[config.mk]
export PLATFORM = sky130hd
export DESIGN_NAME = uib_arbiter
export DESIGN_NICKNAME = d
export VERILOG_FILES = /design/src/rtl/uib_arb_pkg.sv /design/src/rtl/uib_rr_pick.sv /design/src/rtl/uib_arbiter.sv
export SDC_FILE = /design/constraint.sdc
export NUM_CORES = 1
export LEC_CHECK = 0
export CORE_AREA = 2 2 123 125
export CTS_CLUSTER_DIAMETER = 60
export CTS_CLUSTER_SIZE = 20
export DETAILED_ROUTE_END_ITERATION = 16
export DIE_AREA = 0 0 125 127
export SLEW_MARGIN = 20
export SYNTH_ARGS = -nofsm -noshare
export SYNTH_HDL_FRONTEND = slang
export SYNTH_SLANG_ARGS = --single-unit
[constraint.sdc]
create_clock -name clk -period 1.4 [get_ports clk]
set_input_delay 0.21 -clock clk [delete_from_list [all_inputs] [get_ports clk]]
set_output_delay 0.21 -clock clk [all_outputs]
set_load 0.005 [all_outputs]
[src/rtl/uib_arb_pkg.sv]
// Shared types and defaults for the two-master UIB arbiter.
package uib_arb_pkg;

  localparam int unsigned DefXlen    = 32;
  localparam int unsigned DefAddrW   = 32;
  localparam int unsigned DefLockMax = 16;

  // Master identifier: 0 = port 0, 1 = port 1.
  typedef logic mid_t;

  typedef enum logic [1:0] {
    StIdle = 2'd0,
    StOwn0 = 2'd1,
    StOwn1 = 2'd2
  } arb_state_e;

endpackage

[src/rtl/uib_rr_pick.sv]
// Combinational 2-way round-robin picker with an owner override.
module uib_rr_pick
  import uib_arb_pkg::*;
(
  input  logic [1:0] req,
  input  mid_t       last,
  input  logic       force_en,
  input  mid_t       force_id,
  output logic [1:0] gnt
);

  always_comb begin
    gnt = 2'b00;
    if (force_en) begin
      // Only the lock owner may be granted; the other master simply waits.
      gnt[force_id] = req[force_id];
    end else if (req == 2'b11) begin
      gnt[~last] = 1'b1;
    end else begin
      gnt = req;
    end
  end

endmodule

[src/rtl/uib_arbiter.sv]
// Two-master round-robin arbiter in front of one UIB slave, with 1-cycle read return.
// Optional lock/ownership with timeout is built when UIB_ARB_LOCK_EN is defined.
module uib_arbiter
  import uib_arb_pkg::*;
#(
  parameter int unsigned XLEN     = DefXlen,
  parameter int unsigned ADDR_W   = DefAddrW,
  parameter int unsigned MODE_W   = XLEN / 8,
  parameter int unsigned LOCK_MAX = DefLockMax
) (
  input  logic              clk,
  input  logic              rst,

  input  logic              m0_req,
  input  logic              m0_wen,
  input  logic [ADDR_W-1:0] m0_addr,
  input  logic [XLEN-1:0]   m0_dat_i,
  input  logic [MODE_W-1:0] m0_mode,
  input  logic              m0_lock,
  output logic              m0_gnt,
  output logic              m0_rvalid,
  output logic [XLEN-1:0]   m0_dat_o,

  input  logic              m1_req,
  input  logic              m1_wen,
  input  logic [ADDR_W-1:0] m1_addr,
  input  logic [XLEN-1:0]   m1_dat_i,
  input  logic [MODE_W-1:0] m1_mode,
  input  logic              m1_lock,
  output logic              m1_gnt,
  output logic              m1_rvalid,
  output logic [XLEN-1:0]   m1_dat_o,

  output logic              s_req,
  output logic              s_wen,
  output logic [ADDR_W-1:0] s_addr,
  output logic [XLEN-1:0]   s_dat_o,
  output logic [MODE_W-1:0] s_mode,
  input  logic [XLEN-1:0]   s_dat_i,

  output logic              lock_err
);

  if ((XLEN % 8) != 0) begin : g_bad_xlen
    $error("XLEN must be a multiple of 8");
  end
  if (LOCK_MAX < 1) begin : g_bad_lock_max
    $error("LOCK_MAX must be at least 1");
  end

  logic [1:0] req;
  logic [1:0] gnt;
  mid_t       sel;
  logic       force_en;
  mid_t       force_id;

  logic rpend_q, rpend_d;
  mid_t rsel_q, rsel_d;
  mid_t last_q, last_d;

  // Requests are masked during reset so every output reads 0 while rst is high.
  assign req = {m1_req, m0_req} & {2{~rst}};

  uib_rr_pick u_pick (
    .req      (req),
    .last     (last_q),
    .force_en (force_en),
    .force_id (force_id),
    .gnt      (gnt)
  );

  assign m0_gnt = gnt[0];
  assign m1_gnt = gnt[1];
  assign sel    = gnt[1];

  always_comb begin
    s_req   = |gnt;
    s_wen   = 1'b0;
    s_addr  = '0;
    s_dat_o = '0;
    s_mode  = '0;
    if (gnt[0]) begin
      s_wen   = m0_wen;
      s_addr  = m0_addr;
      s_dat_o = m0_dat_i;
      s_mode  = m0_mode;
    end else if (gnt[1]) begin
      s_wen   = m1_wen;
      s_addr  = m1_addr;
      s_dat_o = m1_dat_i;
      s_mode  = m1_mode;
    end
  end

  always_comb begin
    last_d  = last_q;
    rpend_d = 1'b0;
    rsel_d  = rsel_q;
    if (|gnt) begin
      last_d  = sel;
      rpend_d = ~s_wen;
      rsel_d  = sel;
    end
  end

  always_ff @(posedge clk or posedge rst) begin
    if (rst) begin
      rpend_q <= 1'b0;
      rsel_q  <= 1'b0;
      last_q  <= 1'b1;
    end else begin
      rpend_q <= rpend_d;
      rsel_q  <= rsel_d;
      last_q  <= last_d;
    end
  end

  assign m0_rvalid = rpend_q & (rsel_q == 1'b0);
  assign m1_rvalid = rpend_q & (rsel_q == 1'b1);
  assign m0_dat_o  = m0_rvalid ? s_dat_i : '0;
  assign m1_dat_o  = m1_rvalid ? s_dat_i : '0;

`ifdef UIB_ARB_LOCK_EN
  localparam int unsigned      CntW    = $clog2(LOCK_MAX + 1);
  localparam logic [CntW-1:0] CntLast = CntW'(LOCK_MAX - 1);

  arb_state_e      state_q, state_d;
  logic [CntW-1:0] cnt_q, cnt_d;
  logic            lock_err_q, lock_err_d;
  mid_t            own_id;
  logic            own_gnt;
  logic            own_lock;

  assign own_id   = mid_t'(state_q == StOwn1);
  assign force_en = (state_q != StIdle);
  assign force_id = own_id;
  assign own_gnt  = gnt[own_id];
  assign own_lock = own_id ? m1_lock : m0_lock;

  always_comb begin
    state_d    = state_q;
    cnt_d      = cnt_q;
    lock_err_d = 1'b0;
    unique case (state_q)
      StIdle: begin
        cnt_d = '0;
        if (gnt[0] && m0_lock) begin
          state_d = StOwn0;
        end else if (gnt[1] && m1_lock) begin
          state_d = StOwn1;
        end
      end
      StOwn0, StOwn1: begin
        if (own_gnt && !own_lock) begin
          state_d = StIdle;
          cnt_d   = '0;
        end else if (cnt_q == CntLast) begin
          // This is the LOCK_MAX-th owned cycle: its access completes, then ownership ends.
          state_d    = StIdle;
          cnt_d      = '0;
          lock_err_d = 1'b1;
        end else begin
          cnt_d = cnt_q + 1'b1;
        end
      end
      default: begin
        state_d = StIdle;
        cnt_d   = '0;
      end
    endcase
  end

  always_ff @(posedge clk or posedge rst) begin
    if (rst) begin
      state_q    <= StIdle;
      cnt_q      <= '0;
      lock_err_q <= 1'b0;
    end else begin
      state_q    <= state_d;
      cnt_q      <= cnt_d;
      lock_err_q <= lock_err_d;
    end
  end

  assign lock_err = lock_err_q;
`else
  // Lock inputs are accepted but have no effect in this build.
  logic unused_lock;
  assign unused_lock = m0_lock ^ m1_lock;
  assign force_en    = 1'b0;
  assign force_id    = 1'b0;
  assign lock_err    = 1'b0;
`endif

endmodule

# [Word-level counts from Yosys, hierarchy flattened]
# Index checks and enable logic that the tools add are counted.
[op_classes] n_lt_le_gt_ge=2 n_eq_ne=1 muxes=14 bitwise_logic=7 n_reduce_logical=2
[op_table] op="32-bit 2-to-1 mux" n=6
[op_table] op="4-bit 2-to-1 mux" n=2
[op_table] op="1-bit 2-to-1 mux" n=4
[op_table] op="1-bit inverter" n=4
[op_table] op="1-bit AND" n=2
[op_table] op="2-bit AND" n=1
[op_table] op="2-bit == test (second input constant)" n=1
[op_table] op="1-bit by 2-bit < comparator with 1-bit output (second input constant)" n=1
[op_table] op="2-bit 2-to-1 mux" n=1
[op_table] op="2-bit OR reduction" n=1
[op_table] op="1-bit demux with 1-bit select" n=1
[op_table] op="1-bit greater-or-equal comparator (second input constant)" n=1
[op_table] op="1-bit logical AND" n=1
[word_totals] regBits=3 input_bits=176 output_inout_bits=139 wordCells=29

# [Depth between registers and ports, before layout]
[depth] depth_word=10 depth_mapped=4 mapped_depth_nobuf=2

# [Hierarchy]
# Synthesis repeated with hierarchy kept, for this count alone.
[unflattened] hier_cells=185 hier_area_um2=1383.8
[modules_own_cells] module="uib_arbiter" n_inst=1 cells_each=179 area_each_um2=1347.5 seq_area_each_um2=76.3
[modules_own_cells] module="uib_rr_pick" n_inst=1 cells_each=6 area_each_um2=36.3 seq_area_each_um2=0.0

# [Least setup slack after synthesis]
# No wires, ideal clock.
[synth_path] path_type="register to output" from="reg last_q" to="out s_addr[0]" arrival_ps=1116 required_time_ps=1190 path_slack_ps=74 path_stages_with_launch=5 n_path_buf=2 cell_sequence="dfstp_2 nor2b_1 buf_6 buf_6 o32ai_2"
[synth_between] elab_chain_cells=8 word_cells_on_any_way=9 cone_classes="order compare (2); mux (5); bitwise (1); reduce/logical (1)"
[synth_rtl] item="start: declaration" line="uib_arbiter.sv:59" text="mid_t last_q, last_d;"
[synth_rtl] item="start signal: assignment" line="uib_arbiter.sv:114" text="last_q <= last_d;"
[synth_rtl] item="1-bit inverter (*)" line="uib_rr_pick.sv:18" text="gnt[~last] = 1'b1;"
[synth_rtl] item="1-bit by 2-bit < comparator with 1-bit output (implied by the code) or 1-bit greater-or-equal comparator (tied branches)" line="uib_rr_pick.sv:18"
[synth_rtl] item="1-bit logical AND (implied by the code)" line="uib_rr_pick.sv:18"
[synth_rtl] item="1-bit 2-to-1 mux (implied by the code)" line="uib_rr_pick.sv:18"
[synth_rtl] item="1-bit demux with 1-bit select (*)"
[synth_rtl] item="2-bit 2-to-1 mux (*)" line="uib_rr_pick.sv:17" text="end else if (req == 2'b11) begin"
[synth_rtl] item="32-bit 2-to-1 mux" line="uib_arbiter.sv:87" text="end else if (gnt[1]) begin"
[synth_rtl] item="32-bit 2-to-1 mux (*)" line="uib_arbiter.sv:82" text="if (gnt[0]) begin"
[synth_rtl] item="end: declaration" line="uib_arbiter.sv:36" text="output logic [ADDR_W-1:0] s_addr,"
# Every way passes the cells marked *; elsewhere a longest branch is shown, timed or not.

# [Final worst setup path]
[layout_path] from="reg last_q" to="out s_addr[4]"
# The elaborated chain is that of the path after synthesis.

==> results.json <==
{
  "p_leak_nw": 3.009,
  "r2r_slack_ps": 10,
  "crit_slowest_cell": "dfstp_2",
  "utilization": 0.5091,
  "fmax_ghz": 0.5259,
  "grt_pass1_wl_mm": 23.72,
  "endpoint_kind": "output port",
  "setup_ws_ps": -501.5,
  "drv_slew": 0,
  "r2r-end": "rsel_q",
  "skew_ps": 2.400,
  "gp_congestion": 0.7828,
  "min_period_ps": 1902,
  "core_area_sq_mm": 0.01442,
  "p_int_mw": 2.069,
  "drive_above_1_share": 0.5309,
  "seqPwrFrac": 0.035,
  "grt_pass1_vias": 4438,
  "dieArea_sq_mm": 0.01588,
  "slowest_delay_ps": 540,
  "crit_family": "buffers and inverters",
  "numCtsBuffers": 3,
  "crit_path_start_kind": "register",
  "rsz0062_at_grt": "yes",
  "path_cells": "buf_6 -> nor2b_4 -> buf_12 -> buf_16 -> buf_4 -> o32ai_2 -> buf_2",
  "cts-htree-levels": 1,
  "ys_seq_area_frac": 0.02651,
  "avgSynthCellArea_sq_um": 8.418,
  "m1WireLength_mm": 6.240,
  "hold_slack_ps": 220.0,
  "drt-initial-drc-count": 72,
  "r2r-start": "last_q",
  "rows": 44,
  "chipHeight_um": 127,
  "switchingPower_mw": 1.089,
  "hpwl_mm": 10.23,
  "drtAntennaViolNets": 0,
  "cp_max_fo": 7,
  "syn_to_final_growth_pct": 155.1,
  "criticalPathCategory": "reg -> out",
  "start_util": 0.1996,
  "grt_max_degree": 93,
  "ir_drop_v": 0.0002567,
  "wire_per_inst_um": 18.83,
  "p_sw_frac": 0.3449,
  "crit_buf_inv": 5,
  "syn_inst": 342,
  "power_frac_clock": 0.148,
  "syn_nets": 518,
  "highest_layer": "met4",
  "vias": 4096,
  "total_power_mw": 3.158,
  "crit_required_ps": 1190,
  "power_density_mw_per_mm2": 430.1,
  "clkSlewWorstSetupHoldPaths_ps": 30,
  "clk_latency_ps": 230,
  "drc_errors": 0,
  "grt_usage": 0.1855,
  "synth-seq-cells": 3,
  "boundaryPins": 315,
  "cts_tree": "done",
  "cap_violations": 0,
  "cp.arrival_ps": 1690,
  "ys_warn_count": 0,
  "dpl_cell_area_sq_mm": 0.006274,
  "finalCritPeriodShare": 1.358,
  "stdcell_area_sq_mm": 0.007343,
  "worst-r2r-cell-count": 5,
  "dieWidth_um": 125,
  "route.met3.wl_mm": 1.089,
  "clk_path_buf_depth": 2,
  "gr-total-overflow": 0,
  "violations": "setup timing",
  "grt_antenna_before_repair": 0,
  "finalSetupViolations": 125,
  "final-hold-violation-count": 0,
  "antennaDiodeCount": 0,
  "post_drt_via_cell_ratio": 4.660,
  "clockRootBuffer": "clkbuf_16",
  "dr_wl_met2_mm": 8.706,
  "first_pass_iters": 4,
  "fin_nets": 872,
  "pwr-share-comb": 0.816,
  "cts_sinks": 3,
  "status": "finished with violations",
  "wl_mm": 16.55,
  "ctsHoldBuffers": 0,
  "syn_area_sq_mm": 0.002879,
  "yosysUniqueCellTypes": 24,
  "holdCritPathClass": "in -> async",
  "port_buffers": 311
}
[per-stage QoR]
stage	cells	setup slack [ps]	TNS, ps
after floorplan	342	74.02	0
after global placement	814	-887.6	-65120
after detailed placement	814	-857.3	-64460
after CTS	894	-540.6	-45590
after global routing	879	-535.8	-38330
final	879	-501.5	-33550
[synthesized netlist by cell type]
master    number  area share
o32a_1         1      0.0035
inv_1          1      0.0013
conb_1         1      0.0013
nor2b_4        1      0.0048
clkbuf_1      22       0.029
inv_2          1      0.0013
dfstp_2        1      0.0091
a21bo_1        1      0.0035
o32ai_1        1      0.0030
dfrtp_1        2       0.017
or2_1          1      0.0022
and3_1        32       0.070
buf_6          9       0.035
nor2_1         2      0.0026
nor3_1         1      0.0017
mux2i_1        1      0.0035
or2_2          1      0.0022
nand2b_1     139        0.30
o32ai_2       69        0.39
a21oi_1        1      0.0017
buf_4          7       0.018
nor2b_1        3      0.0065
and2_1        33       0.072
buf_2         11       0.019
[power by group through the flow]
stage,Clock [mW],Combinational [mW],Sequential [mW]
after global routing,0.484,2.72,0.112
after floorplan,0,0.823,0.115
after detailed placement,0,1.97,0.114
final,0.469,2.58,0.112
after global placement,0,1.95,0.113
after CTS,0.472,2.59,0.111
[worst max path at each step]
stage	start	end	slack (ps)	cells after the start
after floorplan	last_q	s_addr[0]	70	4
after global placement	m0_req	s_addr[26]	-890	5
after detailed placement	m0_req	s_addr[26]	-860	5
after CTS	last_q	s_dat_o[10]	-540	8
after global routing	last_q	s_dat_o[15]	-540	8
final	last_q	s_addr[4]	-500	7
[flip-flops by register name, indices dropped and copies added, names as in the netlist]
| signal | cells |
|---|---|
| last_q | 1 |
| rsel_q | 1 |
| rpend_q | 1 |
[timing repair]
item	in CTS	in global routing
pin swaps	34	45
endpoints found under the setup margin	138	139
endpoints found under the hold margin	0	0
gates cloned	19	4
gates resized for setup	654	128
buffers inserted	59	10
[worst register-to-register path, stage by stage, from the launching register on]
cell     delay (ps)
dfstp_2         540
buf_6           100
nor2b_4          50
buf_12          150
buf_4           140
o32a_1          270
[routing by layer]
layer	up-vias	track usage
met4	0	0.06928
met5	-	0
li1	1938	-
met2	218	0.3619
met3	31	0.03643
met1	1909	0.1960
[cell type report]
type,instances,area (sq um)
flip-flops and latches,3,76.32
repair buffers,398,4061
multi-input cells,288,2884
clock buffers,4,78.83
fillers,1365,7081
inverters,2,12.51
well taps,184,230.2
[cells in the final DEF, fill, tap and decap left out]
| cell type | synthesis | final |
|---|---|---|
| clkdlybuf4s50_1 | 0 | 170 |
| nand2b_1 | 139 | 139 |
| buf_6 | 9 | 95 |
| buf_2 | 11 | 75 |
| o32ai_2 | 69 | 60 |
| and3_4 | 0 | 32 |
| and2_4 | 0 | 31 |
| buf_12 | 0 | 19 |
| buf_4 | 7 | 14 |
| buf_8 | 0 | 12 |
| o32ai_4 | 0 | 10 |
| clkbuf_16 | 0 | 6 |
| buf_16 | 0 | 5 |
| dlygate4sd2_1 | 0 | 3 |
| nor2_1 | 2 | 2 |
| nor2b_1 | 3 | 2 |
| nor2b_4 | 1 | 2 |
| and2_1 | 33 | 2 |
| clkbuf_2 | 0 | 2 |
| dfrtp_1 | 2 | 2 |
| a21oi_2 | 0 | 1 |
| mux2i_1 | 1 | 1 |
| clkinv_4 | 0 | 1 |
| nor3_2 | 0 | 1 |
| a21bo_4 | 0 | 1 |
| or2_2 | 1 | 1 |
| or2_1 | 1 | 1 |
| inv_1 | 1 | 1 |
| o32a_1 | 1 | 1 |
| conb_1 | 1 | 1 |
| clkbuf_1 | 22 | 1 |
| dfstp_2 | 1 | 1 |
[kinds of logic (layout without fill, tap and decap cells)]
group | count (synthesis) | count (layout) | share of synthesized area
AOI/OAI and AO/OA | 73 | 73 | 0.4016
DFF | 3 | 3 | 0.02651
other | 1 | 1 | 0.001303
muxes | 1 | 1 | 0.003477
and+or+nand+nor | 213 | 213 | 0.4633
buffers and inverters | 51 | 404 | 0.1039
Note: power is estimated with default switching activity, not from simulation.
